## src/rtl/uart_rx_deserializer_if.sv

```systemverilog
// Receive-side handshake bundle between the UART deserializer and the register slave.
// The deserializer uses the master view; the register slave uses the slave view.
`timescale 1ns/1ps
interface uart_rx_deserializer_if;
  logic       rx_clr;
  logic [7:0] rx_data;
  logic       rx_valid;
  logic       rx_busy;
  logic       frame_err;
  logic       overrun;

  modport master (
    input  rx_clr,
    output rx_data, rx_valid, rx_busy, frame_err, overrun
  );

  modport slave (
    output rx_clr,
    input  rx_data, rx_valid, rx_busy, frame_err, overrun
  );
endinterface

```

## src/rtl/uart_rx_deserializer.sv

```systemverilog
// 8N1 UART receiver: two-flop pin synchroniser, mid-bit sampling FSM and a
// valid/clear byte handshake with sticky framing-error and overrun flags.
`timescale 1ns/1ps
module uart_rx_deserializer #(
  parameter int CLKS_PER_BIT = 434
) (
  input  logic                   clk,
  input  logic                   rst_n,
  input  logic                   rx,
  uart_rx_deserializer_if.master rx_if
);

  localparam int H  = CLKS_PER_BIT / 2;
  localparam int CW = $clog2(CLKS_PER_BIT);
  localparam logic [CW-1:0] HALF_LAST = CW'(H - 1);
  localparam logic [CW-1:0] BIT_LAST  = CW'(CLKS_PER_BIT - 1);

  typedef enum logic [2:0] {
    IDLE,
    START,
    DATA,
    STOP,
    BREAK
  } state_e;

  logic          rx_s1_q, rx_s1_d;
  logic          rx_s_q,  rx_s_d;
  state_e        state_q, state_d;
  logic [CW-1:0] cnt_q,   cnt_d;
  logic [2:0]    idx_q,   idx_d;
  logic [7:0]    shift_q, shift_d;
  logic [7:0]    data_q,  data_d;
  logic          valid_q, valid_d;
  logic          busy_q,  busy_d;
  logic          ferr_q,  ferr_d;
  logic          ovr_q,   ovr_d;

  always_comb begin
    rx_s1_d = rx;
    rx_s_d  = rx_s1_q;
    state_d = state_q;
    cnt_d   = cnt_q;
    idx_d   = idx_q;
    shift_d = shift_q;
    data_d  = data_q;
    valid_d = valid_q;
    ferr_d  = ferr_q;
    ovr_d   = ovr_q;

    // A read clears the flags; any event decided below on the same edge overrides it.
    if (rx_if.rx_clr) begin
      valid_d = 1'b0;
      ferr_d  = 1'b0;
      ovr_d   = 1'b0;
    end

    case (state_q)
      IDLE: begin
        if (!rx_s_q) begin
          state_d = START;
          cnt_d   = '0;
        end
      end
      START: begin
        cnt_d = cnt_q + CW'(1);
        if (cnt_q == HALF_LAST) begin
          cnt_d   = '0;
          idx_d   = 3'd0;
          state_d = rx_s_q ? IDLE : DATA;
        end
      end
      DATA: begin
        cnt_d = cnt_q + CW'(1);
        if (cnt_q == BIT_LAST) begin
          cnt_d   = '0;
          shift_d = {rx_s_q, shift_q[7:1]};
          idx_d   = idx_q + 3'd1;
          if (idx_q == 3'd7) begin
            state_d = STOP;
          end
        end
      end
      STOP: begin
        cnt_d = cnt_q + CW'(1);
        if (cnt_q == BIT_LAST) begin
          cnt_d = '0;
          // Leaving at mid-stop-bit gives half a bit of slack to catch a back-to-back start.
          if (rx_s_q) begin
            state_d = IDLE;
            if (!valid_q || rx_if.rx_clr) begin
              data_d  = shift_q;
              valid_d = 1'b1;
            end else begin
              ovr_d = 1'b1;
            end
          end else begin
            ferr_d  = 1'b1;
            state_d = BREAK;
          end
        end
      end
      BREAK: begin
        if (rx_s_q) begin
          state_d = IDLE;
        end
      end
      default: begin
        state_d = IDLE;
      end
    endcase

    busy_d = (state_d != IDLE);
  end

  always_ff @(posedge clk or negedge rst_n) begin
    if (!rst_n) begin
      rx_s1_q <= 1'b1;
      rx_s_q  <= 1'b1;
      state_q <= IDLE;
      cnt_q   <= '0;
      idx_q   <= '0;
      shift_q <= '0;
      data_q  <= '0;
      valid_q <= 1'b0;
      busy_q  <= 1'b0;
      ferr_q  <= 1'b0;
      ovr_q   <= 1'b0;
    end else begin
      rx_s1_q <= rx_s1_d;
      rx_s_q  <= rx_s_d;
      state_q <= state_d;
      cnt_q   <= cnt_d;
      idx_q   <= idx_d;
      shift_q <= shift_d;
      data_q  <= data_d;
      valid_q <= valid_d;
      busy_q  <= busy_d;
      ferr_q  <= ferr_d;
      ovr_q   <= ovr_d;
    end
  end

  assign rx_if.rx_data   = data_q;
  assign rx_if.rx_valid  = valid_q;
  assign rx_if.rx_busy   = busy_q;
  assign rx_if.frame_err = ferr_q;
  assign rx_if.overrun   = ovr_q;

endmodule

```

## src/flat_wrapper.sv

```systemverilog
// flat-port wrapper written by rule: the top's interface ports become plain ports
module uart_rx_deserializer_flat 
#(
  parameter int CLKS_PER_BIT = 434
)
  (clk, rst_n, rx, rx_if_rx_clr, rx_if_rx_data, rx_if_rx_valid, rx_if_rx_busy, rx_if_frame_err, rx_if_overrun);
  uart_rx_deserializer_if rx_if_i ();
  input  logic clk;
  input  logic rst_n;
  input  logic rx;
  input wire logic [$bits(rx_if_i.rx_clr)-1:0] rx_if_rx_clr;
  output wire logic [$bits(rx_if_i.rx_data)-1:0] rx_if_rx_data;
  output wire logic [$bits(rx_if_i.rx_valid)-1:0] rx_if_rx_valid;
  output wire logic [$bits(rx_if_i.rx_busy)-1:0] rx_if_rx_busy;
  output wire logic [$bits(rx_if_i.frame_err)-1:0] rx_if_frame_err;
  output wire logic [$bits(rx_if_i.overrun)-1:0] rx_if_overrun;
  assign rx_if_i.rx_clr = rx_if_rx_clr;
  assign rx_if_rx_data = rx_if_i.rx_data;
  assign rx_if_rx_valid = rx_if_i.rx_valid;
  assign rx_if_rx_busy = rx_if_i.rx_busy;
  assign rx_if_frame_err = rx_if_i.frame_err;
  assign rx_if_overrun = rx_if_i.overrun;
  uart_rx_deserializer #(.CLKS_PER_BIT(CLKS_PER_BIT)) u_core (.clk(clk), .rst_n(rst_n), .rx(rx), .rx_if(rx_if_i));
endmodule
```

## config.mk

```make
export PLATFORM = sky130hd
export DESIGN_NAME = uart_rx_deserializer_flat
export DESIGN_NICKNAME = d
export VERILOG_FILES = /design/src/rtl/uart_rx_deserializer_if.sv /design/src/rtl/uart_rx_deserializer.sv /design/src/flat_wrapper.sv
export SDC_FILE = /design/constraint.sdc
export NUM_CORES = 1
export LEC_CHECK = 0
export ABC_AREA = 1
export CORE_MARGIN = 2
export CORE_UTILIZATION = 30
export CTS_BUF_LIST = sky130_fd_sc_hd__clkbuf_2 sky130_fd_sc_hd__clkbuf_4 sky130_fd_sc_hd__clkbuf_8
export CTS_CLUSTER_SIZE = 14
export DETAILED_ROUTE_END_ITERATION = 6
export GPL_ROUTABILITY_DRIVEN = 0
export PLACE_DENSITY_LB_ADDON = 0.08
export REMOVE_ABC_BUFFERS = 1
export SYNTH_ARGS = -nofsm -noshare
export SYNTH_HDL_FRONTEND = slang
export SYNTH_SLANG_ARGS = --single-unit
```

## constraint.sdc

```tcl
create_clock -name clk -period 1.55 [get_ports clk]
set_clock_uncertainty 0.15 [all_clocks]
set_input_delay 0.31 -clock clk [delete_from_list [all_inputs] [get_ports clk]]
set_output_delay 0.31 -clock clk [all_outputs]
set_load 0.02 [all_outputs]
```

==> results.ini, run 1 <==
[outcome]
status = finished, violations left
violations = negative setup slack

[route]
first_pass_iters = 4
routedWlPerCell_um = 12.40
wl_mm = 4.477
antenna_left = 0
vias_per_cell = 4.510
drc = 0
vias = 1628
first_iter_violations = 71

[worst_setup_path]
slowest_delay_ns = 0.37
endpoint_kind = register
cp_cell_sequence = buf_4 -> ha_4 -> nand2_2 -> nor2_4 -> nand2_4 -> inv_4 -> nand3b_4 -> nand2_1 -> o21ai_2
cp-start-kind = register
r2r_slack_ns = -0.02
r2r_cells = 9
setup.worst_path.class = reg -> reg
crit_family = simple AND/OR/NAND/NOR gates
crit_start = u_core.cnt_q[0]
crit_cells = 9
crit_end = u_core.rx_if.rx_data[2]
cp.required_ns = 1.59
critPathMaxFanout = 8
r2r-end = u_core.rx_if.rx_data[2]
worst-path-buf-inv = 2
worstPathArrival_ns = 1.60
r2r_start = u_core.cnt_q[0]
slowest_stage = dfrtp_1

[synth]
yosysTopAreaCellShare_pct = 46.39
ys_warn_count = 0
seq_area_frac_synth_pct = 49.17
yosysTopAreaCell = dfrtp_1
ys_ff_latch = 37
syn_area_mm2 = 0.001888
synth_cells = 236
yosysUniqueCellTypes = 23
avgSynthCellArea_um2 = 8.000
synth_area_leaders = dfrtp_1, nand2_1, inv_1

[final_layout]
antenna_cells = 0
finalNetCount = 294
drive_gt1_share_pct = 27.27
area_growth_pct = 36.05

[global_route]
grt_max_degree = 22
grt_pass1_wl_mm = 7.941
overflow = 0
antenna_found_initial = 0
grt_pass1_vias = 1610
track_usage_pct = 14.16

[clock_network]
cts_tree = built
clock_latency_ns = 0.29
clock_path_buffers = 2
cts_buffers = 5
cts_sinks = 37
clockRootBuffer = clkbuf_8
h-tree-depth = 2
path_clk_slew_ns = 0.08

[sta]
tns_ns = -0.06761
rsz0062_at_grt = true
setup_viol = 8
final_hold_viol_count = 0
timing.hold.ws_ns = 0.2091
fin_crit_sh_pct = 101.0
fmax_mhz = 638.6
min_period_ns = 1.566
layout_setup_ws_ns = -0.01586
slew_viol_final = 0
worstMarginPinSlew_ns = 0.4255
slew-limit-headroom_pct = 71.63

[floorplan]
die_w_um = 83.33
rows = 28
core_area_mm2 = 0.005991
io_pins = 16
die-area_mm2 = 0.006944
die_h_um = 83.33
start_util_pct = 31.52

[power]
p_int_mw = 1.395
p_leak_nw = 1.279
combPwrFrac_pct = 2.3
cellPowerDensity_mw_per_mm2 = 697.6
p_sw_share_pct = 22.17
seqPwrFrac_pct = 54.2
ir_drop_mv = 0.3457
p_clk_share_pct = 43.5
power_switching_mw = 0.3972

[placement]
dp_slack_ns = -0.1827
io_buffers = 15
dp_hpwl_mm = 3.370

[hold_path]
hp-class = reg -> reg

[flow_run]
maxCapViolCount = 0

[cells by family after synthesis]
group	synth area share (%)
and+or+nand+nor	30.35
buffers and inverters	8.085
DFF	49.17
AOI/OAI and AO/OA	8.615
adders and majority gates	3.313
xor gates and xnor gates	0.4640
[area by class of cell]
type / instances / area [um2]
clock buffers: 7 / 96.34
clock inverters: 1 / 8.758
fillers: 634 / 3422
inverters: 34 / 130.1
multi-input cells: 163 / 943.4
flip-flops and latches: 37 / 928.4
well taps: 75 / 93.84
repair buffers: 44 / 367.9
[layer usage]
metal  global-route usage, %  up-vias  wire length, um
met2                   22.14       14             1994
met5                       0        -                0
met3                   3.280        7              141
met1                   19.60      762             2281
met4                   4.024        0               61
li1                        -      845                -
[through the flow]
stage	util (%)	total power, mW	area, um2	cells
after floorplan	-	0.9938	1866	233
after global placement	38.60	1.031	2312	349
after detailed placement	38.60	1.031	2312	349
after CTS	41.12	1.835	2464	359
after global routing	42.88	1.883	2569	361
final	42.88	1.792	2569	361
[synthesized netlist by cell type]
master,number
buf_4,1
o21ai_0,13
nand2_4,1
a21oi_1,3
nor2_4,2
inv_1,32
nand2_2,1
inv_4,1
nand4_1,7
o21ai_2,8
xor2_1,1
nand3_1,21
buf_6,1
ha_1,5
o211ai_1,1
o21ai_1,1
dfrtp_1,35
nor2_1,22
inv_2,1
dfstp_2,2
nand3b_4,1
nand2_1,75
clkbuf_1,1
[power groups by stage]
| stage | sequential (mW) | combinational [mW] | clock [mW] |
|---|---|---|---|
| finish | 0.971 | 0.0417 | 0.779 |
| CTS | 0.971 | 0.0439 | 0.820 |
| floorplan | 0.991 | 0.00287 | 0 |
| global placement | 0.990 | 0.0410 | 0 |
| global route | 0.972 | 0.0485 | 0.863 |
| detailed placement | 0.990 | 0.0405 | 0 |
[timing repair]
item | in CTS | in global routing
hold endpoints to repair | 14 | 0
cloned | 1 | 0
setup endpoints to repair | 36 | 31
setup buffers | 0 | 2
gates resized for setup | 24 | 25
hold buffers | 1 | 0
pin swaps | 6 | 10
[worst register-to-register path, cell delays in order, from the launching register on]
cell and delay [ns]:
dfrtp_1 0.37, buf_4 0.13, ha_4 0.12, nand2_2 0.06, nor2_4 0.16, nand2_4 0.10, inv_4 0.09, nand3b_4 0.13
nand2_1 0.10, o21ai_2 0.05
[worst min-delay path by stage]
stage | from | to | depth (start not counted)
2_1_floorplan | rst_n | u_core.cnt_q[0] | 0
3_3_place_gp | rst_n | u_core.cnt_q[3] | 1
3_5_place_dp | rst_n | u_core.cnt_q[3] | 1
4_1_cts | u_core.rx_s1_q | u_core.rx_s_q | 0
5_1_grt | u_core.rx_s1_q | u_core.rx_s_q | 0
6_report | u_core.rx_s1_q | u_core.rx_s_q | 0
[state kept, by name, indices dropped and copies added (netlist names), 3 cells and up]
name,flops
u_core.idx_q,3
u_core.rx_if.rx_data,8
u_core.shift_q,8
u_core.cnt_q,9
u_core.state_q,3
[cells in the final DEF (no fill, tap or decap)]
cell / n
inv_1: 30
nand2_4: 2
dlygate4sd2_1: 11
nor2_1: 15
nand3b_4: 2
o21ai_2: 8
a21oi_2: 1
nor2_2: 4
nand2_2: 7
inv_4: 1
dlygate4sd3_1: 1
o21ai_0: 10
buf_2: 1
clkdlybuf4s50_1: 2
dfrtp_1: 35
nand3_2: 1
nor2_4: 5
ha_4: 2
o21ai_1: 4
a21oi_1: 2
inv_6: 1
ha_1: 2
nand3_4: 2
xor2_1: 1
dfstp_2: 2
inv_2: 3
nand2_1: 68
buf_12: 1
clkdlybuf4s15_1: 1
clkbuf_8: 7
nand4_1: 7
nand3_1: 18
o211ai_1: 1
buf_4: 26
ha_2: 1
buf_6: 1
Note: power is estimated with default switching activity, not from simulation.
==> inputs of run 2 (changes only) <==
==> constraint.sdc (replaced) <==
create_clock -name clk -period 1.96 [get_ports clk]
set_clock_uncertainty 0.15 [all_clocks]
set_input_delay 0.392 -clock clk [delete_from_list [all_inputs] [get_ports clk]]
set_output_delay 0.392 -clock clk [all_outputs]
set_load 0.02 [all_outputs]
==> run 2 against run 1 <==
Compared with the run above:
- the run now ends clean
- die area stayed put
- register-to-register slack better by 0.29 ns
- total power is 24% lower
- clock power is 27% lower
- final area is 11% lower
- first-iteration DRC count is 90% higher
- non-clock buffer count is 21 lower
- sequential power is 21% lower
- via count is 8.2% lower
- largest cell class is now sequential cells
- flip-flop and latch count stayed put
- combinational power is 31% lower
==> results.ini, run 2 (same netlist as run 1, synthesis figures left out) <==
[sta]
final_hold_viol_count = 0  ; unchanged
slew_viol_final = 0  ; unchanged
worstMarginPinSlew_ns = 0.4378  ; +0.01224 ns
slew-limit-headroom_pct = 70.71  ; -0.92 points
fmax_mhz = 542.6
setup_viol = 0  ; -8
tns_ns = 0  ; +0.06761 ns
fin_crit_sh_pct = 94.02
min_period_ns = 1.843
rsz0062_at_grt = false
layout_setup_ws_ns = 0.1171  ; +0.1330 ns
timing.hold.ws_ns = 0.2016  ; -0.007501 ns

[route]
drc = 0  ; unchanged
first_iter_violations = 135  ; +90%
routedWlPerCell_um = 11.86  ; -4.4%
antenna_left = 0  ; unchanged
wl_mm = 4.019  ; -10%
vias = 1495  ; -8.2%
first_pass_iters = 5  ; +1
vias_per_cell = 4.410  ; -2.2%

[worst_setup_path]
r2r_start = u_core.cnt_q[1]
worstPathArrival_ns = 1.30  ; -0.30 ns
cp_cell_sequence = clkdlybuf4s50_1
cp-start-kind = register
cp.required_ns = 1.42  ; -0.17 ns
slowest_delay_ns = 0.62  ; +0.25 ns
slowest_stage = clkdlybuf4s50_1
worst-path-buf-inv = 1  ; -1
endpoint_kind = primary output
crit_family = buffers and inverters
critPathMaxFanout = 3  ; -5
setup.worst_path.class = reg -> out
r2r-end = u_core.rx_if.rx_data[7]
r2r_slack_ns = 0.27  ; +0.29 ns
r2r_cells = 9  ; unchanged

[final_layout]
fin_cells = 339  ; -6.1%
largest_reg_flops = 9  ; unchanged
antenna_cells = 0  ; unchanged
drive_gt1_share_pct = 12.50  ; -15 points
top_register = u_core.cnt_q
area_growth_pct = 20.54
design_area_mm2 = 0.002276  ; -11%
final_cell_mix = nand2_1, dfrtp_1, inv_1
final_common_cell = nand2_1
finalNetCount = 272  ; -7.5%
final_util_pct = 37.99  ; -4.9 points
fillers = 597  ; -5.8%

[clock_network]
path_clk_slew_ns = 0.08  ; about the same
cts_setup_buffers = 0  ; unchanged
cts_sinks = 37  ; unchanged
cts_tree = built
cts_buffers = 5  ; unchanged
clock_path_buffers = 2  ; unchanged
clock_latency_ns = 0.29  ; about the same
h-tree-depth = 2  ; unchanged
clockRootBuffer = clkbuf_8

[floorplan]
die_w_um = 83.33  ; unchanged
io_pins = 16  ; unchanged
rows = 28  ; unchanged
die_h_um = 83.33  ; unchanged
core_area_mm2 = 0.005991  ; unchanged
die-area_mm2 = 0.006944  ; unchanged
start_util_pct = 31.52  ; unchanged

[placement]
place_inst = 330  ; -5.4%
dp_slack_ns = 0.1273  ; +0.3100 ns
dp_hpwl_mm = 2.885  ; -14%
placed_area_mm2 = 0.002170  ; -6.2%
io_buffers = 15  ; unchanged

[global_route]
grt_pass1_vias = 1386  ; -14%
track_usage_pct = 12.67  ; -1.5 points
grt_max_degree = 38  ; +73%
antenna_found_initial = 0  ; unchanged
grt_pass1_wl_mm = 6.962  ; -12%
overflow = 0  ; unchanged

[hold_path]
hp-start = u_core.rx_s1_q
whs_endpoint = u_core.rx_s_q
hold_path_depth = 0  ; unchanged
hp-class = reg -> reg

[power]
p_leak_nw = 1.091  ; -15%
ir_drop_mv = 0.3648  ; +5.5%
total_power_mw = 1.371  ; -24%
cellPowerDensity_mw_per_mm2 = 602.2  ; -14%

[outcome]
status = finished clean

[flow_run]
maxCapViolCount = 0  ; unchanged

-- run 2: changes by cell type in the layout (fill, tap and decap cells not counted), sizes merged --
cell / change
inv: -1
clkinv: +2
clkbuf: -1
nand3b: -1
buf: -21
dlygate4sd2: -11
clkdlybuf4s15: -1
clkdlybuf4s50: +12
-- run 2: cell type report --
class / instances / area (um2) / area share, %
clock inverter: 2 / 13.76 / 0.6047
timing repair buffer: 23 / 220.2 / 9.676
tap: 75 / 93.84 / 4.123
sequential: 37 / 928.4 / 40.79
multi-input combinational: 162 / 807.0 / 35.46
clock buffer: 6 / 82.58 / 3.628
inverter: 34 / 130.1 / 5.717
-- run 2: power breakdown --
| group | switching, mW | internal, mW |
|---|---|---|
| clock | 0.287 | 0.285 |
| combinational | 0.0185 | 0.0104 |
| sequential | 0.00268 | 0.767 |
-- run 2: repair_timing --
item,in CTS,in global routing
resized for setup,0,0
endpoints found under the hold margin,35,0
hold buffers,1,0
-- run 2: how the worst max path moves through the flow --
stage | from | to | slack, ns | cells after the start
2_1_floorplan | u_core.cnt_q[1] | u_core.idx_q[0] | 0.19 | 9
3_3_place_gp | rx_if_rx_clr | u_core.rx_if.rx_data[1] | 0.13 | 7
3_5_place_dp | rx_if_rx_clr | u_core.rx_if.rx_data[6] | 0.13 | 7
4_1_cts | u_core.rx_if.rx_valid | rx_if_rx_valid | 0.08 | 1
5_1_grt | u_core.rx_if.rx_valid | rx_if_rx_valid | 0.03 | 1
6_report | u_core.rx_if.rx_valid | rx_if_rx_valid | 0.12 | 1
-- run 2: metal layers --
layer | wire (um) | GRT usage [%]
met1 | 1981 | 18.30
met2 | 1757 | 18.40
met3 | 221 | 3.380
met4 | 58 | 4.024
met5 | 0 | 0
==> inputs of run 3 (changes only) <==
--- a/config.mk
+++ b/config.mk
@@ -7,7 +7,7 @@
 export LEC_CHECK = 0
 export ABC_AREA = 1
 export CORE_MARGIN = 2
-export CORE_UTILIZATION = 30
+export CORE_UTILIZATION = 35
 export CTS_BUF_LIST = sky130_fd_sc_hd__clkbuf_2 sky130_fd_sc_hd__clkbuf_4 sky130_fd_sc_hd__clkbuf_8
 export CTS_CLUSTER_SIZE = 14
 export DETAILED_ROUTE_END_ITERATION = 6
==> run 3 against run 2 <==
Compared with the run above:
- clock power fell by 7.7%
- final cell count is 1.8% lower
- global-route usage is 2.6 points higher
- critical path depth did not move
- count of clock-buffer cells in the layout is the same
- sequential power barely moved
- critical path type unchanged
- largest cell class unchanged
==> results.ini, run 3 (same netlist as run 1, synthesis figures left out) <==
[outcome]
status = finished clean

[global_route]
grt_pass1_vias = 1487  ; +7.3%
met2_usage_pct = 21.83  ; +3.4 points
grt_pass1_wl_mm = 7.196  ; +3.4%
overflow = 0  ; unchanged
grtUsageMet3_pct = 5.000  ; +1.6 points
grt_use_met1_pct = 22.34  ; +4.0 points
grt.busiest_layer = met1
antenna_found_initial = 0  ; unchanged
grt_max_degree = 22  ; -42%
track_usage_pct = 15.26  ; +2.6 points

[power]
ir_drop_mv = 0.4058  ; +11%
cellPowerDensity_mw_per_mm2 = 587.4  ; -2.5%
p_leak_nw = 1.084  ; -0.64%

[floorplan]
rows = 26  ; -7.1%
core_area_mm2 = 0.005172  ; -14%
start_util_pct = 36.50  ; +5.0 points
die_w_um = 77.45  ; -7.1%
io_pins = 16  ; unchanged
die-area_mm2 = 0.005998  ; -14%
die_h_um = 77.45  ; -7.1%

[worst_setup_path]
endpoint_kind = primary output
slowest_stage = clkdlybuf4s50_1
slowest_delay_ns = 0.63  ; about the same
worstPathArrival_ns = 1.29  ; about the same
cp-start-kind = register
worst-path-buf-inv = 1  ; unchanged
r2r_slack_ns = 0.23  ; -0.04 ns
cp_cell_sequence = clkdlybuf4s50_1
setup.worst_path.class = reg -> out
cp.required_ns = 1.42  ; about the same
crit_family = buffers and inverters
critPathMaxFanout = 3  ; unchanged

[flow_run]
maxCapViolCount = 0  ; unchanged

[route]
first_iter_violations = 60  ; -56%
drc = 0  ; unchanged
vias_per_cell = 4.562  ; +3.4%
vias = 1519  ; +1.6%
routedWlPerCell_um = 12.05  ; +1.6%
antenna_left = 0  ; unchanged
wl_mm = 4.013  ; -0.15%
first_pass_iters = 4  ; -1

[clock_network]
clock_latency_ns = 0.29  ; about the same
cts_sinks = 37  ; unchanged
cts_buffers = 5  ; unchanged
clockRootBuffer = clkbuf_8
h-tree-depth = 2  ; unchanged
path_clk_slew_ns = 0.07  ; about the same
cts_setup_buffers = 0  ; unchanged
cts_tree = built
clock_path_buffers = 2  ; unchanged

[final_layout]
design_area_mm2 = 0.002257  ; -0.82%
finalNetCount = 271  ; -0.37%
final_common_cell = nand2_1
fillers = 542  ; -9.2%
antenna_cells = 0  ; unchanged
area_growth_pct = 19.55
drive_gt1_share_pct = 12.55  ; +0.048 points
largest_reg_flops = 9  ; unchanged
top_register = u_core.cnt_q
final_cell_mix = nand2_1, dfrtp_1, inv_1

[sta]
min_period_ns = 1.837  ; -0.006335 ns
final_hold_viol_count = 0  ; unchanged
fin_crit_sh_pct = 93.70  ; -0.32 points
rsz0062_at_grt = false
worstMarginPinSlew_ns = 0.4211  ; -0.01670 ns
tns_ns = 0  ; unchanged
fmax_mhz = 544.5  ; +0.34%
setup_viol = 0  ; unchanged
slew_viol_final = 0  ; unchanged
slew-limit-headroom_pct = 71.93  ; +1.2 points

[hold_path]
hp-class = reg -> reg

[placement]
placed_area_mm2 = 0.002156  ; -0.63%
io_buffers = 15  ; unchanged
dp_hpwl_mm = 3.007  ; +4.2%

run 3: path summary, 6_finish.rpt:
path	from	to	cells past startpoint
max	u_core.rx_if.rx_valid	rx_if_rx_valid	1
min	u_core.rx_s1_q	u_core.rx_s_q	0
max reg2reg	u_core.cnt_q[1]	u_core.rx_if.rx_data[7]	9
min reg2reg	u_core.rx_s1_q	u_core.rx_s_q	0
max in group asynchronous	rst_n	u_core.shift_q[2]	3
min in group asynchronous	rst_n	u_core.cnt_q[3]	2
run 3: layout make-up:
type                       instances  area [um2]  share of cell area, %
sequential                        37       928.4                  41.13
tap                               70       87.58                  3.880
clock inverter                     2       10.01                 0.4435
inverter                          34       130.1                  5.765
timing repair buffer              22       212.7                  9.424
multi-input combinational        162       812.0                  35.98
clock buffer                       6       76.32                  3.381
run 3: through the flow:
step                      utilization, %  setup slack, ns  instances  power (mW)  hold WS, ns
after floorplan                        -           0.1865        233      0.7860     -0.05359
after global placement             41.68           0.1726        324      0.8133       0.1963
after detailed placement           41.68           0.1525        324      0.8133       0.1988
after CTS                          43.54          0.09913        333       1.352       0.2100
after global routing               43.64          0.05911        333       1.390       0.2162
final                              43.64           0.1235        333       1.326       0.2081
run 3: timing repair:
item,4_1_cts,5_1_grt
hold endpoints to repair,14,0
setup endpoints to repair,0,1
hold buffers,1,0
resized for setup,0,1
run 3: routing by layer:
layer | share of wire, % | up-vias
met4 | 0.47 | 0
met5 | 0 | -
met3 | 4.8 | 2
met2 | 42 | 24
met1 | 53 | 694
li1 | - | 799
run 3: report_power, final:
| part | switching, mW | internal [mW] |
|---|---|---|
| Sequential | 0.00274 | 0.767 |
| Clock | 0.268 | 0.260 |
| Combinational | 0.0182 | 0.0102 |
